## src/rtl/scmp_bus_seq.sv

```systemverilog
// SC/MP external bus cycle sequencer: BREQ/ENIN arbitration, ADS/RD/WR strobes, HOLD wait states.
// Optional hold_n-low watchdog enabled by defining SCMP_BUS_TIMEOUT_EN.
module scmp_bus_seq #(
    parameter logic [7:0] TIMEOUT_CYCLES = 8'd255
) (
    input  logic clk,
    input  logic rst_n,
    input  logic cyc_req,
    input  logic cyc_wr,
    output logic stall,
    output logic ads_n,
    output logic rd_n,
    output logic wr_n,
    output logic addr_oe,
    output logic data_oe,
    output logic breq_o,
    input  logic enin,
    output logic enout,
    input  logic hold_n,
    output logic bus_err
);

    typedef enum logic [2:0] {
        S_IDLE   = 3'd0,
        S_REQ    = 3'd1,
        S_ADDR   = 3'd2,
        S_STROBE = 3'd3,
        S_DONE   = 3'd4
    } state_e;

    state_e state_q, state_d;
    logic   wr_q, wr_d;
    logic   ads_n_q, ads_n_d;
    logic   rd_n_q, rd_n_d;
    logic   wr_n_q, wr_n_d;
    logic   addr_oe_q, addr_oe_d;
    logic   data_oe_q, data_oe_d;
    logic   breq_q, breq_d;
    logic   in_strobe;

`ifdef SCMP_BUS_TIMEOUT_EN
    localparam int unsigned CNT_W = 8;
    logic [CNT_W-1:0] tmo_cnt_q, tmo_cnt_d;
    logic             bus_err_q, bus_err_d;
`endif

    // Next state; output flops are loaded from the next state so strobes line up with it
    always_comb begin
        state_d = state_q;
        wr_d    = wr_q;
`ifdef SCMP_BUS_TIMEOUT_EN
        tmo_cnt_d = tmo_cnt_q;
        bus_err_d = bus_err_q;
`endif
        case (state_q)
            S_IDLE: begin
                if (cyc_req) begin
                    state_d = S_REQ;
                    wr_d    = cyc_wr;
`ifdef SCMP_BUS_TIMEOUT_EN
                    bus_err_d = 1'b0;
`endif
                end
            end
            S_REQ: begin
                if (enin) begin
                    state_d = S_ADDR;
                end
            end
            S_ADDR: begin
                state_d = S_STROBE;
`ifdef SCMP_BUS_TIMEOUT_EN
                tmo_cnt_d = '0;
`endif
            end
            S_STROBE: begin
                if (hold_n) begin
                    state_d = S_DONE;
                end else begin
`ifdef SCMP_BUS_TIMEOUT_EN
                    tmo_cnt_d = tmo_cnt_q + CNT_W'(1);
                    if (tmo_cnt_d == TIMEOUT_CYCLES) begin
                        state_d   = S_DONE;
                        bus_err_d = 1'b1;
                    end
`endif
                end
            end
            S_DONE: begin
                // Parking keeps the bus: go straight back to ADDR without re-arbitrating
                if (cyc_req) begin
                    state_d = S_ADDR;
                    wr_d    = cyc_wr;
`ifdef SCMP_BUS_TIMEOUT_EN
                    bus_err_d = 1'b0;
`endif
                end else begin
                    state_d = S_IDLE;
                end
            end
            default: begin
                state_d = S_IDLE;
            end
        endcase

        in_strobe = (state_d == S_STROBE);
        ads_n_d   = (state_d != S_ADDR);
        rd_n_d    = ~(in_strobe & ~wr_d);
        wr_n_d    = ~(in_strobe & wr_d);
        addr_oe_d = (state_d == S_ADDR) | in_strobe;
        data_oe_d = in_strobe & wr_d;
        breq_d    = (state_d != S_IDLE);
    end

    always_ff @(posedge clk or negedge rst_n) begin
        if (!rst_n) begin
            state_q   <= S_IDLE;
            wr_q      <= 1'b0;
            ads_n_q   <= 1'b1;
            rd_n_q    <= 1'b1;
            wr_n_q    <= 1'b1;
            addr_oe_q <= 1'b0;
            data_oe_q <= 1'b0;
            breq_q    <= 1'b0;
`ifdef SCMP_BUS_TIMEOUT_EN
            tmo_cnt_q <= '0;
            bus_err_q <= 1'b0;
`endif
        end else begin
            state_q   <= state_d;
            wr_q      <= wr_d;
            ads_n_q   <= ads_n_d;
            rd_n_q    <= rd_n_d;
            wr_n_q    <= wr_n_d;
            addr_oe_q <= addr_oe_d;
            data_oe_q <= data_oe_d;
            breq_q    <= breq_d;
`ifdef SCMP_BUS_TIMEOUT_EN
            tmo_cnt_q <= tmo_cnt_d;
            bus_err_q <= bus_err_d;
`endif
        end
    end

    assign ads_n   = ads_n_q;
    assign rd_n    = rd_n_q;
    assign wr_n    = wr_n_q;
    assign addr_oe = addr_oe_q;
    assign data_oe = data_oe_q;
    assign breq_o  = breq_q;

    // Microcode PC is released in DONE so the next micro-op overlaps the bus turnaround
    assign stall = cyc_req & (state_q != S_DONE);
    assign enout = enin & ~breq_q;

`ifdef SCMP_BUS_TIMEOUT_EN
    assign bus_err = bus_err_q;
`else
    logic unused_timeout;
    assign unused_timeout = ^TIMEOUT_CYCLES;
    assign bus_err        = 1'b0;
`endif

endmodule

```

## config.mk

```make
export PLATFORM = sky130hd
export DESIGN_NAME = scmp_bus_seq
export DESIGN_NICKNAME = d
export VERILOG_FILES = /design/src/rtl/scmp_bus_seq.sv
export SDC_FILE = /design/constraint.sdc
export NUM_CORES = 1
export LEC_CHECK = 0
export ABC_AREA = 1
export BUFFER_PORTS_ARGS = -buffer_cell sky130_fd_sc_hd__buf_2
export CAP_MARGIN = 10
export CORE_AREA = 2 2 39 41
export DETAILED_ROUTE_END_ITERATION = 16
export DIE_AREA = 0 0 41 43
export PLACE_DENSITY_LB_ADDON = 0.15
export SLEW_MARGIN = 40
export SYNTH_ARGS = -nofsm -noshare
export SYNTH_HDL_FRONTEND = slang
export SYNTH_SLANG_ARGS = --single-unit
```

## constraint.sdc

```tcl
create_clock -name clk -period 1.2 [get_ports clk]
set_input_delay 0.06 -clock clk [delete_from_list [all_inputs] [get_ports clk]]
set_output_delay 0.06 -clock clk [all_outputs]
set_load 0.03 [all_outputs]
```

==> out/metrics.csv, run 1 <==
stage,metric,value,unit
run_status,status,"finished, final reports clean",
routing,wl_per_cell,8.725,um
routing,ant_nets,0,
routing,met3_length,62,um
cts,cts.sinks,10,
worst_setup_path,cp-start-kind,register,
floorplanning,start_util,0.3083,
worst_setup_path,critPathArrivalTime,1.08,ns
place,portBuffers,13,
timing,fin_crit,1.142,ns
synthesis,syn-instance-count,46,
synthesis,yosys.cell_types.count,15,
job,maxCapViolations,0,
floorplanning,die_w,41,um
timing,max_freq,875.6,MHz
synthesis,asyncSetResetFlopFracSynth,1.000,
cts,cts_buffer_depth,2,
synthesis,synth_flop_cell,dfrtp_1,
synthesis,yosys.area.top_type_share,0.4106,
timing,worst_slack,0.05788,ns
cts,clk_latency,0.25,ns
hold_path,worstHoldStart,cyc_wr,
routing,num_vias,331,
global_routing,grt_max_degree,11,
synthesis,yosysWarnings,0,
synthesis,synthTopCellsByCount,"inv_1 (8), dfrtp_1 (7), nand2_1 (7)",
pwr,power.density,2831,nW/um2
cts,cts_tree,done,
synthesis,synth_edf_count,0,
global_routing,antenna_found_initial,0,
timing,setup_viol,0,
synthesis,synth_area,426.7,um2
final_layout,n_antenna_cell,0,
global_routing,grt_pass1_vias,291,
routing,wl_met2,323,um
synthesis,yosysMostFrequentCell,inv_1,
routing,remaining_drc_errors,0,
routing,viasPerCell,4.138,
worst_setup_path,worstPathMaxFanout,4,
timing,clock_skew,0.001059,ns
global_routing,grt_overflow,0,
pwr,vdd_drop_max,1.075,mV
cts,cts-root-buf,clkbuf_4,
routing,drt_iter0_markers,5,
routing,drt-met1-wl,307,um
place,dpl_cell_area,504.2,um2
synthesis,syn_area_per_cell,9.275,um2
floorplanning,die_h,43,um
floorplanning,rows,14,
routing,routed_wl,698,um
routing,first_pass_iters,2,
global_routing,grt_pass1_wl,1200,um
worst_setup_path,end_kind,output port,
worst_setup_path,reg2reg_slack,0.16,ns
cts,htreeDepth,1,
cts,cts_made_buffers,3,
hold_path,min_path_type,in2reg,
worst_setup_path,startpoint,state_q[0],
floorplanning,dieArea,1763,um2
synthesis,synth_seq_cells,10,
synthesis,syn_nets,52,
synthesis,synth_area_leaders,"dfrtp_1 (41%), dfstp_2 (18%), inv_1 (7.0%), nand2_1 (6.2%), nand3_1 (5.9%)",
worst_setup_path,worstSetupPathType,reg2out,
final_layout,nNetsFinal,71,
timing,min_period_over_period,0.9518,
place,gp_congestion,0.7965,
timing,hold_viol_final,0,
routing,maxUsedRoutingLayer,met4,
synthesis,ys_seq_area_frac,0.5953,
worst_setup_path,r2r-start,state_q[1],
worst_setup_path,cp_data_required_time,1.14,ns
place,pre_cts_slack,0.1704,ns
floorplanning,core_area,1384,um2
timing,slew_viol_final,0,
pwr,power.leakage,0.3053,nW
synthesis,yosysTopAreaCell,dfrtp_1,
final_layout,final_layout_size_suffix_gt1_frac,0.4531,
floorplanning,ios,15,
final_layout,postLayoutCellArea,564.3,um2
final_layout,area_delta_synth_final,32.26,%
cts,clk_pin_slew_worst_paths,0.06,ns
global_routing,grt_use_total,0.1075,
place,hpwl,568.8,um
final cells by class:
cell class | count | area (um2)
well taps | 16 | 20.02
inverters | 9 | 33.78
multi-input cells | 26 | 136.4
flip-flops and latches | 10 | 255.2
repair buffers | 15 | 82.58
clock buffers | 4 | 36.28
fillers | 148 | 819.5
cell families (layout without fill, tap and decap cells):
kind of cell / count (synthesis) / in the layout / synth area share
AO/OA/AOI/OAI: 2 / 2 / 0.03813
flip-flops: 10 / 10 / 0.5953
buffers and inverters: 10 / 28 / 0.09678
other: 1 / 1 / 0.008789
AND/OR/NAND/NOR: 23 / 23 / 0.2610
routing by layer:
layer	vias up	global-route usage
met2	12	0.1313
met4	0	0.04000
met5	-	0
met1	144	0.1429
li1	173	-
met3	2	0.07853
registers in the layout, indices dropped and copies added, names as in the netlist:
name	count
state_q	3
addr_oe	1
ads_n	1
breq_o	1
data_oe	1
rd_n	1
wr_n	1
wr_q	1
metrics by stage:
step / cells / setup TNS (ns) / utilization / hold WS (ns) / power [mW]
floorplan: 46 / 0 / - / -0.2356 / 1.114
global placement: 74 / 0 / 0.3644 / -0.06709 / 1.287
detailed placement: 74 / 0 / 0.3644 / -0.07059 / 1.281
CTS: 79 / 0 / 0.3978 / 0.04542 / 1.580
global route: 80 / -0.0008766 / 0.4078 / 0.03801 / 1.754
finish: 80 / 0 / 0.4078 / 0.05054 / 1.598
report_power, final:
group	internal (mW)	total, mW	switching [mW]
clock network	0.184	0.286	0.103
logic	0.232	0.723	0.491
registers	0.509	0.588	0.0788
total	0.925	1.60	0.673
final timing paths:
kind / end / depth (start not counted)
worst max-delay path: stall / 3
worst min-delay path: rd_n / 3
worst max register to register: state_q[0] / 5
worst min register to register: rd_n / 4
max in group asynchronous: rd_n / 2
min in group asynchronous: breq_o / 2
worst max-delay path: stages, from the launching register on:
cell      delay (ns)
dfrtp_1         0.43
nor2_4          0.05
a21boi_1        0.13
buf_2           0.21
cells in the final DEF, fill, tap and decap left out:
cell,netlist,routed
a21boi_1,0,1
buf_2,0,13
buf_4,1,1
clkbuf_4,0,3
clkbuf_8,0,1
conb_1,1,1
dfrtp_1,7,6
dfrtp_2,0,1
dfstp_2,3,3
dlygate4sd3_1,0,1
inv_1,8,8
inv_2,1,1
nand2_1,7,7
nand2_2,2,2
nand3_1,5,5
nand3_2,1,1
nand4_1,1,1
nor2_1,5,5
nor2_2,2,1
nor2_4,0,1
o21ai_2,1,1
timing repair:
| action | in CTS | in global routing |
|---|---|---|
| buffers inserted | 0 | 1 |
| endpoints found under the setup margin | 0 | 1 |
| resized for setup | 0 | 2 |
| hold buffers | 1 | 0 |
| endpoints found under the hold margin | 10 | 0 |
No activity file was read; power rests on OpenSTA's default activity.
==> run 2: changes to the inputs <==
--- a/config.mk
+++ b/config.mk
@@ -13,2 +13,3 @@
 export DIE_AREA = 0 0 41 43
+export HOLD_SLACK_MARGIN = 0.08
 export PLACE_DENSITY_LB_ADDON = 0.15
--- a/constraint.sdc
+++ b/constraint.sdc
@@ -3,2 +3,2 @@
 set_output_delay 0.06 -clock clk [all_outputs]
-set_load 0.03 [all_outputs]
+set_load 0.05 [all_outputs]
==> run 2 against run 1 <==
  * First-iteration DRC count grew 20%
  * Hold slack gained 0.11 ns
  * Combinational power grew 18%
  * Die area is the same
  * Largest power group unchanged
==> out/metrics.csv, run 2 (synthesized netlist as in run 1, its figures left out) <==
stage,metric,value,unit,change
run_status,status,"finished, final reports clean",,unchanged
cts,cts_tree,done,,unchanged
timing,hold_viol_final,0,,unchanged
pwr,vdd_drop_max,1.145,mV,was 1.075 mV
cts,cts_made_buffers,3,,unchanged
worst_setup_path,worstSetupPathType,reg2out,,unchanged
routing,remaining_drc_errors,0,,unchanged
cts,cts_setup_buffers,0,,unchanged
worst_setup_path,end_kind,output port,,unchanged
final_layout,mostFrequentLayoutCell,buf_2,,unchanged
timing,tns,0,ns,unchanged
cts,cts.sinks,10,,unchanged
cts,cts-root-buf,clkbuf_4,,unchanged
final_layout,n_antenna_cell,0,,unchanged
routing,ant_nets,0,,unchanged
hold_path,whs_path_depth,3,,unchanged
timing,setup_viol,0,,unchanged
floorplanning,dieArea,1763,um2,unchanged
routing,drt_iter0_markers,6,,was 5
timing,slew_viol_final,0,,unchanged
global_routing,grt_pass1_wl,1179,um,was 1200 um
worst_setup_path,critPathArrivalTime,1.11,ns,was 1.08 ns
floorplanning,core_area,1384,um2,unchanged
final_layout,area_delta_synth_final,34.90,%,was 32.26%
timing,clock_skew,0.002786,ns,was 0.001059 ns
worst_setup_path,cp-start-kind,register,,unchanged
pwr,power.leakage,0.3094,nW,was 0.3053 nW
place,portBuffers,13,,unchanged
place,gp_congestion,0.6383,,was 0.7965
timing,rsz0062_at_grt,yes,,
worst_setup_path,worstPathMaxFanout,4,,unchanged
final_layout,largest_reg_flops,3,,unchanged
final_layout,nNetsFinal,72,,was 71
place,dpl_cell_area,506.7,um2,was 504.2 um2
global_routing,grt_max_degree,11,,unchanged
routing,drt-met1-wl,326,um,was 307 um
worst_setup_path,r2r_end,wr_q,,was state_q[0]
final_layout,final_cell_mix,"buf_2 (12), inv_1 (8), nand2_1 (7), dfrtp_1 (7), nand3_1 (5)",,"was buf_2 (13), inv_1 (8), nand2_1 (7)"
pwr,power.density,3011,nW/um2,was 2831 nW/um2
routing,first_pass_iters,3,,was 2
pwr,finalPower,1.733,mW,was 1.598 mW
routing,maxUsedRoutingLayer,met3,,was met4
hold_path,worstHoldStart,enin,,was cyc_wr
global_routing,antenna_found_initial,0,,unchanged
worst_setup_path,cp_data_required_time,1.14,ns,about the same
final_layout,largest-register,state_q,,unchanged
floorplanning,ios,15,,unchanged
global_routing,grt_overflow,0,,unchanged
job,maxCapViolations,0,,unchanged
cts,htreeDepth,1,,unchanged
place,hpwl,610.1,um,was 568.8 um
routing,met3_length,48,um,was 62 um
timing,fin_crit,1.168,ns,was 1.142 ns
floorplanning,rows,14,,unchanged
cts,clk_latency,0.26,ns,was 0.25 ns
routing,viasPerCell,4.136,,was 4.138
timing,max_freq,856.5,MHz,was 875.6 MHz
timing,min_period_over_period,0.9730,,was 0.9518
final_layout,postLayoutCellArea,575.6,um2,was 564.3 um2
final_layout,final_layout_size_suffix_gt1_frac,0.4308,,was 0.4531
cts,clk_pin_slew_worst_paths,0.06,ns,about the same
hold_path,min_path_type,in2reg,,unchanged
worst_setup_path,reg2reg_slack,0.17,ns,was 0.16 ns
worst_setup_path,rr_worst_depth,4,,was 5
routing,num_vias,335,,was 331
routing,routed_wl,766,um,was 698 um
global_routing,grt_use_total,0.1124,,was 0.1075
worst_setup_path,r2r-start,state_q[1],,unchanged
floorplanning,start_util,0.3083,,unchanged
floorplanning,die_h,43,um,unchanged
hold_path,hold_path_end,addr_oe,,was rd_n
global_routing,grt_pass1_vias,276,,was 291
floorplanning,die_w,41,um,unchanged
cts,cts_buffer_depth,2,,unchanged
routing,wl_per_cell,9.457,um,was 8.725 um
routing,wl_met2,392,um,was 323 um
## run 2: changes by cell type in the layout (fill, tap and decap cells not counted)
cell,delta
dlygate4sd3_1,+2
nor2_2,+2
buf_2,-1
dfrtp_1,+1
dfrtp_2,-1
nor2_1,-1
nor2_4,-1
## run 2: final cells by class
type / count / area [um2]
multi-input combinational: 26 / 133.9
clock buffer: 4 / 36.28
timing repair buffer: 16 / 97.59
sequential: 10 / 254.0
fill: 136 / 808.3
tap: 16 / 20.02
inverter: 9 / 33.78
## run 2: repair_timing
action                                 CTS  global route
endpoints found under the hold margin   15             0
gates resized for setup                  1             0
setup endpoints to repair                1             1
pin swaps                                1             0
hold buffers                             3             0
cloned                                   0             0
## run 2: power breakdown
| part | internal (mW) | total [mW] | switching (mW) | leakage [nW] |
|---|---|---|---|---|
| clock | 0.184 | 0.293 | 0.109 | 0.0210 |
| sequential | 0.507 | 0.588 | 0.0809 | 0.116 |
| combinational | 0.214 | 0.852 | 0.638 | 0.172 |
| total | 0.905 | 1.73 | 0.828 | 0.309 |
## run 2: metrics by stage
stage	util	cells	setup WS [ns]	hold slack, ns
detailed placement	0.3662	74	0.1451	-0.07331
CTS	0.4159	81	0.008975	0.1482
global route	0.4159	81	-0.03836	0.1711
finish	0.4159	81	0.03243	0.1624
global placement	0.3662	74	0.1291	-0.06739
floorplan	-	46	-0.04825	-0.2356
## run 2: worst max-delay path, cell delays in order, from the launching register on
cell,delay (ns)
dfrtp_1,0.42
nor2_2,0.15
a21boi_1,0.08
buf_4,0.19
## run 2: worst max path at each step
stage | end | startpoint
5_1_grt | stall | state_q[1]
4_1_cts | stall | state_q[1]
2_1_floorplan | stall | state_q[1]
3_5_place_dp | data_oe | state_q[1]
6_report | stall | state_q[1]
3_3_place_gp | data_oe | state_q[1]
## run 2: per-layer routing
layer,global-route usage,vias up
met4,0.08000,0
met3,0.06283,0
met1,0.1293,152
li1,-,176
met2,0.1500,7
met5,0,-
